<file path="config.mk">
export PLATFORM = sky130hd
export DESIGN_NAME = serial_adder_arbiter
export DESIGN_NICKNAME = d
export VERILOG_FILES = /design/src/rtl/serial_adder_pkg.sv /design/src/rtl/serial_adder_arbiter_fa.sv /design/src/rtl/serial_adder_arbiter.sv
export SDC_FILE = /design/constraint.sdc
export NUM_CORES = 1
export LEC_CHECK = 0
export ABC_AREA = 1
export BUFFER_PORTS_ARGS = -buffer_cell sky130_fd_sc_hd__buf_2
export CAP_MARGIN = 30
export CELL_PAD_IN_SITES_DETAIL_PLACEMENT = 2
export CELL_PAD_IN_SITES_GLOBAL_PLACEMENT = 2
export CORE_MARGIN = 2
export CORE_UTILIZATION = 28
export CTS_BUF_LIST = sky130_fd_sc_hd__clkbuf_2
export CTS_CLUSTER_SIZE = 20
export DETAILED_ROUTE_END_ITERATION = 6
export HOLD_SLACK_MARGIN = 0.15
export PLACE_DENSITY = 0.82
export REMOVE_ABC_BUFFERS = 1
export SYNTH_ARGS = -nofsm -noshare
export SYNTH_HDL_FRONTEND = slang
export SYNTH_SLANG_ARGS = --single-unit
</file>
<file path="constraint.sdc">
create_clock -name CLK -period 1.25 [get_ports CLK]
set_input_delay 0.1875 -clock CLK [delete_from_list [all_inputs] [get_ports CLK]]
set_output_delay 0.1875 -clock CLK [all_outputs]
set_load 0.03 [all_outputs]
</file>
<file path="src/rtl/serial_adder_pkg.sv">
// Shared constants for the bit-serial adder blocks: sequencer state codes,
// default operand width and requester IDs.
package serial_adder_pkg;

  localparam int DEFAULT_WIDTH = 8;

  localparam logic [1:0] ST_IDLE  = 2'b00;
  localparam logic [1:0] ST_SHIFT = 2'b01;
  localparam logic [1:0] ST_DONE  = 2'b10;

  localparam logic REQ0 = 1'b0;
  localparam logic REQ1 = 1'b1;

endpackage

</file>
<file path="src/rtl/serial_adder_arbiter_fa.sv">
// Single-bit full adder used as the serial datapath cell; kept separate so the
// phase sequencer can reuse the same cell.
module full_adder_cell (
  input  logic a,
  input  logic b,
  input  logic cin,
  output logic s,
  output logic cout
);

  assign s    = a ^ b ^ cin;
  assign cout = (a & b) | (cin & (a ^ b));

endmodule

</file>
<file path="src/rtl/serial_adder_arbiter.sv">
// Two-requester round-robin front end for one bit-serial full adder: operands
// are captured at grant and summed LSB-first, one bit per clock.
module serial_adder_arbiter
  import serial_adder_pkg::*;
#(
  parameter  int WIDTH = DEFAULT_WIDTH,
  localparam int CNT_W = $clog2(WIDTH)
) (
  input  logic             CLK,
  input  logic             NRST,
  input  logic             abort,
  input  logic [1:0]       req,
  input  logic [WIDTH-1:0] opa0,
  input  logic [WIDTH-1:0] opb0,
  input  logic             cin0,
  input  logic [WIDTH-1:0] opa1,
  input  logic [WIDTH-1:0] opb1,
  input  logic             cin1,
  output logic [1:0]       gnt,
  output logic             busy,
  output logic             rsp_valid,
  output logic             rsp_id,
  output logic [WIDTH-1:0] sum,
  output logic             cout
);

  localparam logic [CNT_W-1:0] LAST_BIT = CNT_W'(WIDTH - 1);

  logic [1:0]       state;
  logic             rr_last;
  logic             winner;
  logic [WIDTH-1:0] a_sr;
  logic [WIDTH-1:0] b_sr;
  logic [WIDTH-1:0] s_sr;
  logic             carry_q;
  logic [CNT_W-1:0] cnt;
  logic             fa_s;
  logic             fa_c;
  logic [WIDTH-1:0] s_next;

  // The requester that did not win last time has priority when both ask.
  always_comb begin
    if (rr_last == REQ1) winner = req[0] ? REQ0 : REQ1;
    else                 winner = req[1] ? REQ1 : REQ0;
  end

  full_adder_cell u_fa (
    .a    (a_sr[0]),
    .b    (b_sr[0]),
    .cin  (carry_q),
    .s    (fa_s),
    .cout (fa_c)
  );

  assign s_next = {fa_s, s_sr[WIDTH-1:1]};
  assign busy   = (state != ST_IDLE);

  always_ff @(posedge CLK or negedge NRST) begin
    if (!NRST) begin
      state     <= ST_IDLE;
      rr_last   <= REQ1;
      gnt       <= 2'b00;
      rsp_valid <= 1'b0;
      rsp_id    <= 1'b0;
      sum       <= '0;
      cout      <= 1'b0;
      a_sr      <= '0;
      b_sr      <= '0;
      s_sr      <= '0;
      carry_q   <= 1'b0;
      cnt       <= '0;
    end else begin
      gnt       <= 2'b00;
      rsp_valid <= 1'b0;
      case (state)
        ST_IDLE: begin
          if (!abort && (req != 2'b00)) begin
            a_sr    <= (winner == REQ1) ? opa1 : opa0;
            b_sr    <= (winner == REQ1) ? opb1 : opb0;
            carry_q <= (winner == REQ1) ? cin1 : cin0;
            cnt     <= '0;
            rr_last <= winner;
            gnt     <= (winner == REQ1) ? 2'b10 : 2'b01;
            state   <= ST_SHIFT;
          end
        end
        ST_SHIFT: begin
          if (abort) begin
            state <= ST_IDLE;
          end else begin
            a_sr    <= a_sr >> 1;
            b_sr    <= b_sr >> 1;
            s_sr    <= s_next;
            carry_q <= fa_c;
            cnt     <= cnt + 1'b1;
            if (cnt == LAST_BIT) begin
              sum       <= s_next;
              cout      <= fa_c;
              rsp_id    <= rr_last;
              rsp_valid <= 1'b1;
              state     <= ST_DONE;
            end
          end
        end
        ST_DONE: state <= ST_IDLE;
        default: state <= ST_IDLE;
      endcase
    end
  end

endmodule
</file>
== After elaboration in Yosys (flattened, before gate mapping) ==
Cells that the tools add are included.

* $add $sub $neg: 1
* Equal/unequal tests: 5
* Mux-type cells: 28
* Bitwise operators: 6
* Reduce and logical (&&, ||, !) cells: 11

{| class="wikitable"
|+ Operators by type and width
! cell !! number
|-
| $mux W8 || 6
|-
| $pmux W8 S2 || 2
|-
| $mux W2 || 6
|-
| $mux W1 || 9
|-
| $mux W3 || 2
|-
| $pmux W3 S2 || 1
|-
| $reduce_and A2 Y1 || 3
|-
| $reduce_and A3 Y1 || 2
|-
| $reduce_bool A2 Y1 || 3
|-
| $ne A2 B2 Y1 const B || 2
|-
| $pmux W2 S2 || 1
|-
| $add A3 B1 Y3 const B || 1
|-
| $eq A3 B3 Y1 const B || 1
|-
| $ne A3 B3 Y1 const B || 1
|-
| $and A1 B1 Y1 || 2
|-
| $eq A2 B1 Y1 const B || 1
|-
| $logic_not A2 Y1 || 1
|-
| $pmux W1 S2 || 1
|-
| $xor A1 B1 Y1 || 2
|-
| $logic_and A1 B1 Y1 || 1
|-
| $logic_not A1 Y1 || 1
|-
| $not A1 Y1 || 1
|-
| $or A1 B1 Y1 || 1
|}

* Register bits after elaboration: 44
* Bits of input ports: 39
* Output and inout bits: 14
* Word-level logic and storage cells: 63

== Depth between registers and ports, before layout ==
Gate-level depths: netlist (run 1).

* Depth after elaboration: 5
* Mapped depth: 9
* Mapped depth without buffers: 8

== Cells and area by module ==
Synthesis (run 1) repeated with hierarchy kept, for this count alone.

* Cells, all modules: 267
* Area total of the unflattened synthesis: 2182.1 um2

{| class="wikitable"
|+ By module, submodules not included
! module !! instances !! cells each !! area each (um2) !! sequential area each (um2)
|-
| serial_adder_arbiter || 1 || 266 || 2162.1 || 1077.3
|-
| full_adder_cell || 1 || 1 || 20.0 || 0.0
|}

== Worst setup path after synthesis (run 1) ==
OpenSTA, ideal clock, no wires.

* Kind: register -> register
* Start point: register rr_last
* End point: register a_sr[0]
* Library setup time: 0.117 ns
* Arrival time: 1.141 ns
* Data required time: 1.133 ns
* Setup slack: -0.008 ns
* Cell stages (with the launch flop): 9
* Path buffers: 1
* Clock period less this slack: 1.258 ns
* Cells stage by stage: dfstp_2 inv_2 nand2_1 nand2_1 buf_6 nand2_1 nand3_1 nand2_1 nand2_1

* Longest elaborated chain between the ends: 4

{| class="wikitable"
|+ Ends and longest elaborated chain
! element !! RTL line !! RTL
|-
| start: declaration || serial_adder_arbiter.sv:30 || <nowiki>logic rr_last;</nowiki>
|-
| start signal: assignment || serial_adder_arbiter.sv:82 || <nowiki>rr_last <= winner;</nowiki>
|-
| $mux W1 || serial_adder_arbiter.sv:43 || <nowiki>if (rr_last == REQ1) winner = req[0] ? REQ0 : REQ1;</nowiki>
|-
| $mux W8 || serial_adder_arbiter.sv:78 || <nowiki>a_sr <= (winner == REQ1) ? opa1 : opa0;</nowiki>
|-
| $mux W8 || serial_adder_arbiter.sv:77 || <nowiki>if (!abort && (req != 2'b00)) begin</nowiki>
|-
| $pmux W8 S2 || serial_adder_arbiter.sv:75 || <nowiki>case (state)</nowiki>
|-
| end signal: assignment || serial_adder_arbiter.sv:78 ||
|-
| end signal: assignment || serial_adder_arbiter.sv:91 || <nowiki>a_sr <= a_sr >> 1;</nowiki>
|-
| end: declaration || serial_adder_arbiter.sv:32 || <nowiki>logic [WIDTH-1:0] a_sr;</nowiki>
|}

No other way between the ends. The select of a mux whose other input is x is not followed.
A chain may end at the register's enable or synchronous reset.

== Final worst setup path (run 1) ==
* Start point: register state[1]
* End point: register cnt[2]

* Longest elaborated chain between the ends: 3
* Elaborated cells between the ends (all ways): 7
* Those cells by class: 3 x eq/ne; 1 x mux; 3 x reduce/logical

{| class="wikitable"
|+ Ends and longest elaborated chain
! element !! RTL line !! RTL
|-
| start: declaration || serial_adder_arbiter.sv:29 || <nowiki>logic [1:0] state;</nowiki>
|-
| start signal: assignment || serial_adder_arbiter.sv:60 || <nowiki>state <= ST_IDLE;</nowiki>
|-
| start signal: assignment || serial_adder_arbiter.sv:84 || <nowiki>state <= ST_SHIFT;</nowiki>
|-
| start signal: assignment || serial_adder_arbiter.sv:89 || <nowiki>state <= ST_IDLE;</nowiki>
|-
| $eq A2 B1 Y1 / $logic_not A2 Y1 (equally long branches) || serial_adder_arbiter.sv:75 ||
|-
| $ne A2 B2 Y1 (no line) / $reduce_bool A2 Y1 (equally long branches) || -- ||
|-
| $reduce_and A3 Y1 (no line) || -- ||
|-
| end signal: assignment || serial_adder_arbiter.sv:95 || <nowiki>cnt <= cnt + 1'b1;</nowiki>
|-
| end: declaration || serial_adder_arbiter.sv:36 || <nowiki>logic [CNT_W-1:0] cnt;</nowiki>
|}

Several ways; a longest one is shown, not always the timed one.

==> run_results.csv, run 1 <==
group,metric,value,unit
clocking,htreeDepth,2,
grt,use_met3,0.03817,
synth,synth.top_cell.area_share,0.4901,
pwr,p_int,0.002891,W
grt,track_usage,0.2181,
timing,hold_violations,0,
finish,post-route-util,0.5115,
detailed_routing,first_pass_iters,4,
synth,synth_seq_cells,43,
die,initial_core_util,0.2925,
pwr,power_switching,0.002241,W
finish,drive_above_1_share,0.4340,
timing,fmax,647.7,MHz
timing,rsz0062_at_grt,"true",
detailed_routing,via_count,2392,
timing,tightest_slew,274.9,ps
synth,yosys_warnings,0,
worst_hold_path,min-delay-path-class,"input pin to asynchronous set/reset pin",
critical_path,critical_path_class,"flop to flop",
place,post-place-cells,416,
place,gp_congestion,0.6746,
synth,synth_cell_types,22,
finish,fillers,777,
finish,diodes,0,
status,failed_checks,"negative setup slack",
grt,grt_pass1_wl,14080,µm
die,die_y,91.52,µm
detailed_routing,vias_per_cell,4.852,
critical_path,r2r_cells,8,
timing,finalCritPeriodShare,1.235,
grt,grt_max_degree,44,
synth,synth.avg_cell_area,8.032,µm²
clocking,cts_buffer_depth,2,
die,die_w,91.52,µm
place,port_buffers,52,
grt,grt.overflow.total,0,
finish,num-nets-final,435,
critical_path,arrival,1960,ps
synth,synthCells,267,
die,dieArea,8375,µm²
timing,finalCriticalPeriod,1544,ps
die,io_pins,53,
pwr,clock_power_share,0.128,
pwr,combinationalPowerShare,0.466,
clocking,tritoncts,"built",
critical_path,end_kind,"flop",
timing,finalSetupViolCount,44,
finish,syn2layout_area_growth,74.85,%
pwr,vdd_drop_max,456.1,µV
timing,timing.final.ws_setup,-293.9,ps
critical_path,reg2reg_slack,-290,ps
clocking,numCtsBuffers,5,
die,row_count,31,
timing,max_slew_margin,0.8167,
pwr,p_sw_frac,0.4367,
clocking,path_clk_slew,270,ps
finish,instances_no_fill,493,
critical_path,critPathLaunchType,"flop",
grt,grt_pass1_vias,2715,
synth,synth_top_cell_by_area,"dfrtp_1",
synth,synth_area_leaders,"dfrtp_1, nand2_1, nand3_1",
detailed_routing,drt_iter0_drc,44,
synth,synth_seq_area_share,0.5023,
timing,finalClockSkew,36.13,ps
grt,use_met2,0.4271,
pwr,p_leak,1.882,nW
clocking,cts_root_buffer,"clkbuf_2",
grt,busiest_layer,"met2",
critical_path,cp.required,1670,ps
detailed_routing,drtAntennaViolNets,0,
status,status,"finished, violations left",
critical_path,cp_max_fo,5,
synth,syn_area,2145,µm²
place,dp_hpwl,4133,µm
pwr,p_seq_frac,0.406,
detailed_routing,wl,11280,µm
clocking,insertion_delay,460,ps
pwr,power_density,1369,nW/µm²
grt,antenna_found_initial,0,
grt,met1_usage,0.2335,
detailed_routing,wl_per_cell,22.87,µm
pwr,total_power,0.005132,W
clocking,cts.sinks,43,
die,core,7331,µm²
critical_path,reg2reg_from,"state[1]",
critical_path,r2r_end,"cnt[2]",
detailed_routing,drc,0,
timing,slew_viol_final,0,
job,drv_cap,0,
[how the worst max path moves through the flow]
stage	from	end	cells past startpoint
final	state[1]	cnt[2]	8
after global routing	state[1]	cnt[2]	8
after CTS	state[0]	busy	4
after detailed placement	rr_last	b_sr[7]	4
after global placement	rr_last	b_sr[7]	4
after floorplan	state[0]	cout	8
[cell usage in the layout (no fill, tap or decap), types with 2 or more instances in the layout]
master / count
a21oi_1: 2
a21oi_2: 7
a21oi_4: 7
buf_12: 7
buf_16: 3
buf_2: 38
buf_4: 24
buf_6: 19
clkbuf_16: 4
clkbuf_2: 5
clkinv_2: 3
dfrtp_1: 42
dlygate4sd3_1: 35
inv_1: 11
inv_2: 3
inv_4: 2
inv_8: 3
nand2_1: 96
nand2_2: 17
nand2_8: 2
nand3_1: 18
nor2_1: 13
nor2_2: 3
nor2_4: 3
o21ai_1: 4
o21ai_2: 12
[cell families (layout without fill, tap and decap cells)]
kind of cell / Yosys count / in the layout / share of synthesized area
compound gates: 34 / 34 / 0.09685
flops: 43 / 43 / 0.5023
simple gates: 155 / 155 / 0.2876
buf+inv: 32 / 159 / 0.09218
fa+ha+maj: 3 / 3 / 0.02100
[state kept, by name, summed over array words and instances (netlist names), 2 cells and up]
| signal | flops |
|---|---|
| b_sr | 8 |
| state | 2 |
| gnt | 2 |
| cnt | 3 |
| sum | 8 |
| s_sr | 7 |
| a_sr | 8 |
[Yosys cell counts (all sizes together)]
cell type and number:
a21oi 16, buf 11, clkbuf 3, clkinv 1
dfrtp 42, dfstp 1, fa 1, ha 2
inv 17, nand2 116, nand3 20, nor2 19
o21ai 18
[critical path, cell delays in order (launching register included)]
cell     delay (ps)
dfrtp_1         470
buf_4           160
nor2_4          130
nand2_4         120
buf_6           160
nand2_8         140
buf_6           120
nand3_2         100
nand2_2         120
[through the flow]
| stage | TNS, ps | worst slack [ps] | hold WS, ps | instance area, µm² |
|---|---|---|---|---|
| 2_1_floorplan | -10850 | -446.5 | -108.1 | 2019 |
| 3_3_place_gp | -1601 | -138.0 | 185.7 | 2544 |
| 3_5_place_dp | -3102 | -205.1 | 192.5 | 2544 |
| 4_1_cts | -4044 | -221.9 | 199.3 | 3298 |
| 5_1_grt | -10470 | -337.3 | 219.3 | 3750 |
| 6_report | -8027 | -293.9 | 236.7 | 3750 |
[repair_timing]
| action | in CTS | in global routing |
|---|---|---|
| setup buffers | 13 | 14 |
| cloned | 5 | 5 |
| resized for setup | 53 | 81 |
| endpoints found under the setup margin | 40 | 57 |
| hold endpoints to repair | 60 | 0 |
| hold buffers | 35 | 0 |
| pin swaps | 7 | 12 |
[routing by layer]
layer	share of wire	vias to the layer above
li1	-	1086
met1	0.37	1200
met2	0.56	70
met3	0.028	36
met4	0.040	0
met5	0	-
[power by group through the flow]
stage	Clock [W]	Sequential (W)	Combinational, W
6_report	0.000657	0.00208	0.00239
3_3_place_gp	0	0.00199	0.00130
5_1_grt	0.000728	0.00213	0.00259
4_1_cts	0.000640	0.00198	0.00177
2_1_floorplan	0	0.00198	0.000826
3_5_place_dp	0	0.00201	0.00140
[layout make-up]
cell class / count / area (µm²) / area share
timing repair buffer: 131 / 1272 / 0.3393
multi-input combinational: 192 / 1129 / 0.3010
tap: 99 / 123.9 / 0.03303
clock inverter: 3 / 15.01 / 0.004004
clock buffer: 5 / 25.02 / 0.006673
sequential: 43 / 1077 / 0.2873
timing repair inverter: 2 / 22.52 / 0.006006
inverter: 18 / 85.08 / 0.02269
No activity file was read; power rests on OpenSTA's default activity.
==> run 2, diff against run 1 <==
--- a/config.mk
+++ b/config.mk
@@ -18,3 +18,3 @@
 export HOLD_SLACK_MARGIN = 0.15
-export PLACE_DENSITY = 0.82
+export PLACE_DENSITY = 0.75
 export REMOVE_ABC_BUFFERS = 1
==> constraint.sdc (replaced) <==
create_clock -name CLK -period 1.25 [get_ports CLK]
set_input_delay 0.0625 -clock CLK [delete_from_list [all_inputs] [get_ports CLK]]
set_output_delay 0.0625 -clock CLK [all_outputs]
set_load 0.03 [all_outputs]
==> run 2 against run 1 <==
Net effect:
- the flow still finishes with violations (negative setup slack)
- cell count decreased by 3.4%
- largest power group is now sequential cells
- critical endpoint unchanged
- critical path type unchanged
- sequential power down 3%
- combinational power fell by 19%
==> run_results.csv, run 2 (same netlist as run 1, synthesis figures left out) <==
group,metric,value,unit
timing,hold_violations,0,
detailed_routing,wl_per_cell,17.05,µm
critical_path,cp_max_fo,20,
grt,track_usage,0.1926,
place,port_buffers,52,
clocking,cts.sinks,43,
timing,max_slew_margin,0.7830,
timing,whs,182.5,ps
die,row_count,31,
timing,rsz0062_at_grt,"true",
pwr,p_leak,1.738,nW
die,initial_core_util,0.2925,
timing,finalCriticalPeriod,1434,ps
place,post-place-cells,419,
timing,tightest_slew,324.2,ps
clocking,insertion_delay,440,ps
finish,seq_area,1080,µm²
critical_path,cp.required,1600,ps
critical_path,crit_end,"cnt[2]",
timing,timing.final.ws_setup,-184.4,ps
grt,antenna_found_initial,0,
finish,instances_no_fill,476,
job,drv_cap,0,
detailed_routing,drt_iter0_drc,54,
pwr,vdd_drop_max,467.0,µV
clocking,numCtsBuffers,5,
critical_path,r2r_cells,8,
timing,slew_viol_final,0,
detailed_routing,vias_per_cell,4.729,
timing,setup_tns,-4035,ps
detailed_routing,wl,8115,µm
clocking,path_clk_slew,240,ps
clocking,htreeDepth,2,
finish,drive_above_1_share,0.3634,
finish,num-nets-final,418,
detailed_routing,drc,0,
timing,finalSetupViolCount,39,
die,die_w,91.52,µm
critical_path,critPathLaunchType,"flop",
die,dieArea,8375,µm²
grt,grt_pass1_vias,2454,
clocking,cts_buffer_depth,2,
die,io_pins,53,
place,gp_congestion,0.7374,
critical_path,reg2reg_slack,-180,ps
detailed_routing,first_pass_iters,4,
timing,fmax,697.2,MHz
status,status,"finished, violations left",
finish,post-route-util,0.4632,
finish,multi_input_area,1082,µm²
critical_path,reg2reg_from,"state[1]",
critical_path,critical_path_class,"flop to flop",
critical_path,end_kind,"flop",
finish,syn2layout_area_growth,58.34,%
clocking,tritoncts,"built",
die,die_y,91.52,µm
critical_path,arrival,1780,ps
finish,reg.largest.list,"a_sr: 8 flops, b_sr: 8 flops, sum: 8 flops",
finish,fillers,793,
pwr,power_density,1353,nW/µm²
detailed_routing,drtAntennaViolNets,0,
grt,grt_max_degree,31,
die,core,7331,µm²
grt,grt.overflow.total,0,
clocking,cts_root_buffer,"clkbuf_2",
critical_path,r2r_end,"cnt[2]",
timing,finalCritPeriodShare,1.147,
grt,grt_pass1_wl,12610,µm
timing,finalClockSkew,11.24,ps
place,dp_hpwl,3985,µm
critical_path,worstSetupStartpoint,"state[1]",
worst_hold_path,min-delay-path-class,"input pin to flop",
finish,layout_commonest_cell,"nand2_1",
status,failed_checks,"negative setup slack",
detailed_routing,via_count,2251,
finish,diodes,0,
finish,final_cell_mix,"nand2_1, buf_2, dfrtp_1",
==> run 2: cell types whose count changed in the layout (fill, tap and decap cells not counted), moves of 3 or more <==
cell	previous run	this run
a21oi_4	7	1
buf_6	19	7
a21oi_1	2	9
o21ai_0	1	5
clkbuf_16	4	1
dlygate4sd3_1	35	38
clkinv_2	3	0
nand2_2	17	7
buf_2	38	50
buf_4	24	10
nand2_4	1	11
o21ai_2	12	8
==> run 2: power breakdown <==
group / internal [W] / leakage [nW] / switching [W]
clock: 0.000124 / 0.0241 / 0.000517
combinational: 0.000822 / 1.16 / 0.00112
sequential: 0.00176 / 0.558 / 0.000253
==> run 2: per-layer routing <==
metal | GRT usage | routed length [µm]
met3 | 0.03568 | 215
met4 | 0.04293 | 82
met1 | 0.2171 | 3276
met2 | 0.3707 | 4540
met5 | 0 | 0
==> run 2: cell type report <==
type,instances,area share
Clock buffer,5,0.007369
Clock inverter,3,0.004422
Inverter,18,0.02653
Multi-Input combinational cell,193,0.3187
Sequential cell,43,0.3180
Tap cell,99,0.03648
Timing Repair Buffer,115,0.2885
==> run 2: worst max-delay path, cell delays in order (launching register included) <==
cell	delay, ps
dfrtp_2	500
buf_12	140
nor2_4	140
nand2_4	100
buf_6	140
nand2_4	100
inv_8	70
nand2_1	90
nand2_1	80
==> run 2: how the worst min path moves through the flow <==
stage           start      end  slack [ps]  depth (start not counted)
2_1_floorplan    NRST  a_sr[0]        -230                          0
4_1_cts        req[1]   gnt[1]         170                          3
6_report       req[1]   gnt[1]         180                          3
5_1_grt        req[1]   gnt[1]         200                          3
3_5_place_dp     NRST   sum[5]          30                          1
3_3_place_gp     NRST   sum[5]          20                          1
==> run 2: timing repair <==
action	in CTS	in global routing
setup buffers	8	2
hold endpoints to repair	65	0
pin swaps	30	8
resized for setup	35	44
hold buffers	38	0
setup endpoints to repair	35	60
cloned	3	1
==> run 2: per-stage QoR <==
| stage | area (µm²) | setup slack (ps) | power [W] |
|---|---|---|---|
| floorplan | 2019 | -446.5 | 0.002803 |
| global placement | 2554 | -132.0 | 0.003316 |
| detailed placement | 2554 | -235.2 | 0.003409 |
| CTS | 3204 | -113.4 | 0.004399 |
| global route | 3396 | -247.1 | 0.004943 |
| finish | 3396 | -184.4 | 0.004596 |
==> run 3, diff against run 2 <==
BUFFER_PORTS_ARGS = -buffer_cell sky130_fd_sc_hd__clkbuf_2   (was -buffer_cell sky130_fd_sc_hd__buf_2)
==> run 3 against run 2 <==
Net effect:
- the run still ends with negative setup slack left
- via count is 1.0% higher
- sequential share of layout area is 1.6 points lower
- global-route usage is 0.063 points lower
- maximum frequency is 2.4% higher
- cell count is 0.21% lower
- wire length is 5.2% higher
- final area is 5.0% higher
- die area stayed put
- highest routed layer unchanged
- critical endpoint is now a_sr[4]
- sequential cell count stayed put
- non-clock buffer count is 1 higher
- worst setup slack better by 34 ps
==> run_results.csv, run 3 (same netlist as run 1, synthesis figures left out) <==
group,metric,value,unit
timing,finalCritPeriodShare,1.120,
die,initial_core_util,0.2925,
timing,finalClockSkew,10.40,ps
timing,rsz0062_at_grt,"true",
worst_hold_path,whs_path_depth,3,
timing,finalSetupViolCount,38,
detailed_routing,vias_per_cell,4.787,
critical_path,cp_max_fo,16,
place,port_buffers,52,
grt,antenna_found_initial,0,
clocking,insertion_delay,420,ps
finish,layout_commonest_cell,"nand2_1",
finish,seq_area,1079,µm²
pwr,vdd_drop_max,370.2,µV
critical_path,critPathLaunchType,"flop",
critical_path,reg2reg_slack,-150,ps
clocking,path_clk_slew,210,ps
timing,slew_viol_final,0,
timing,setup_tns,-3071,ps
grt,grt.overflow.total,0,
timing,timing.final.ws_setup,-150.4,ps
critical_path,critical_path_class,"flop to flop",
worst_hold_path,hp-start,"req[1]",
detailed_routing,first_pass_iters,4,
finish,fillers,787,
clocking,cts.sinks,43,
clocking,htreeDepth,2,
clocking,tritoncts,"built",
finish,multi_input_area,1256,µm²
worst_hold_path,whs_endpoint,"gnt[1]",
clocking,cts_root_buffer,"clkbuf_2",
finish,num-nets-final,419,
critical_path,r2r_end,"a_sr[4]",
die,core,7331,µm²
detailed_routing,drtAntennaViolNets,0,
die,die_w,91.52,µm
timing,fmax,714.1,MHz
place,gp_congestion,0.7367,
die,row_count,31,
timing,max_slew_margin,0.7514,
critical_path,end_kind,"flop",
timing,tightest_slew,371.5,ps
finish,final_cell_mix,"nand2_1, clkbuf_2, dfrtp_1",
critical_path,arrival,1770,ps
clocking,cts_buffer_depth,2,
die,die_y,91.52,µm
critical_path,r2r_cells,7,
status,failed_checks,"negative setup slack",
clocking,numCtsBuffers,5,
detailed_routing,via_count,2274,
grt,track_usage,0.1920,
critical_path,cp.required,1620,ps
worst_hold_path,min-delay-path-class,"input pin to flop",
finish,drive_above_1_share,0.4840,
finish,fin_area,3566,µm²
finish,syn2layout_area_growth,66.28,%
timing,hold_violations,0,
place,dpl_cell_area,2554,µm²
timing,finalCriticalPeriod,1400,ps
detailed_routing,wl_per_cell,17.97,µm
grt,grt_pass1_wl,12530,µm
place,pre_cts_slack,-203.8,ps
grt,grt_pass1_vias,2461,
grt,grt_max_degree,31,
detailed_routing,wl,8537,µm
critical_path,reg2reg_from,"state[1]",
detailed_routing,drt_iter0_drc,75,
place,dp_hpwl,4060,µm
detailed_routing,drc,0,
pwr,power_density,1342,nW/µm²
pwr,p_leak,1.850,nW
die,dieArea,8375,µm²
finish,diodes,0,
die,io_pins,53,
status,status,"finished, violations left",
job,drv_cap,0,
finish,reg.largest.list,"a_sr: 8 flops, b_sr: 8 flops, sum: 8 flops",
-- run 3: power breakdown --
part	internal, W	leakage, nW	total [W]	switching (W)
Sequential	0.00176	0.559	0.00203	0.000275
Combinational	0.000893	1.27	0.00217	0.00128
Clock	0.000126	0.0249	0.000581	0.000455
-- run 3: metrics by stage --
stage | power, W | std cells | hold WS [ps] | util
floorplan | 0.002803 | 253 | -233.1 | -
global placement | 0.003318 | 419 | 49.48 | 0.3484
detailed placement | 0.003412 | 419 | 48.32 | 0.3484
CTS | 0.004233 | 466 | 155.8 | 0.4175
global route | 0.005152 | 475 | 257.9 | 0.4864
finish | 0.004787 | 475 | 245.8 | 0.4864
-- run 3: critical path, cell delays in order (launching register included) --
cell,delay (ps)
dfrtp_2,490
buf_6,130
nor2_4,100
nand2_4,100
buf_8,180
a21oi_1,200
nand2_1,80
nand2_1,60
-- run 3: how the worst max path moves through the flow --
stage             start       to  slack, ps  cells after the start
5_1_grt         rr_last  a_sr[2]       -230                      6
3_5_place_dp    rr_last  b_sr[7]       -200                      4
2_1_floorplan  state[0]     cout       -450                      8
6_report       state[1]  a_sr[4]       -150                      7
4_1_cts        state[0]     busy       -120                      4
3_3_place_gp    rr_last  b_sr[7]       -140                      4
-- run 3: cell type report --
class                   instances  area share
inverters                      18     0.02456
repair buffers                116      0.2775
multi-input cells             193      0.3523
flip-flops and latches         43      0.3025
clock buffers                   6    0.008421
well taps                      99     0.03474
-- run 3: timing repair --
item	CTS	global route
gates cloned	1	4
gates resized for setup	21	108
setup endpoints to repair	35	44
hold buffers	38	1
buffers inserted	2	4
hold endpoints to repair	61	5
pin swaps	3	25
-- run 3: metal layers --
metal	up-vias	part of all wire	GRT usage
li1	1054	-	-
met1	1157	0.37	0.2199
met2	53	0.59	0.3695
met3	10	0.030	0.03071
met4	0	0.015	0.04167
met5	-	0	0
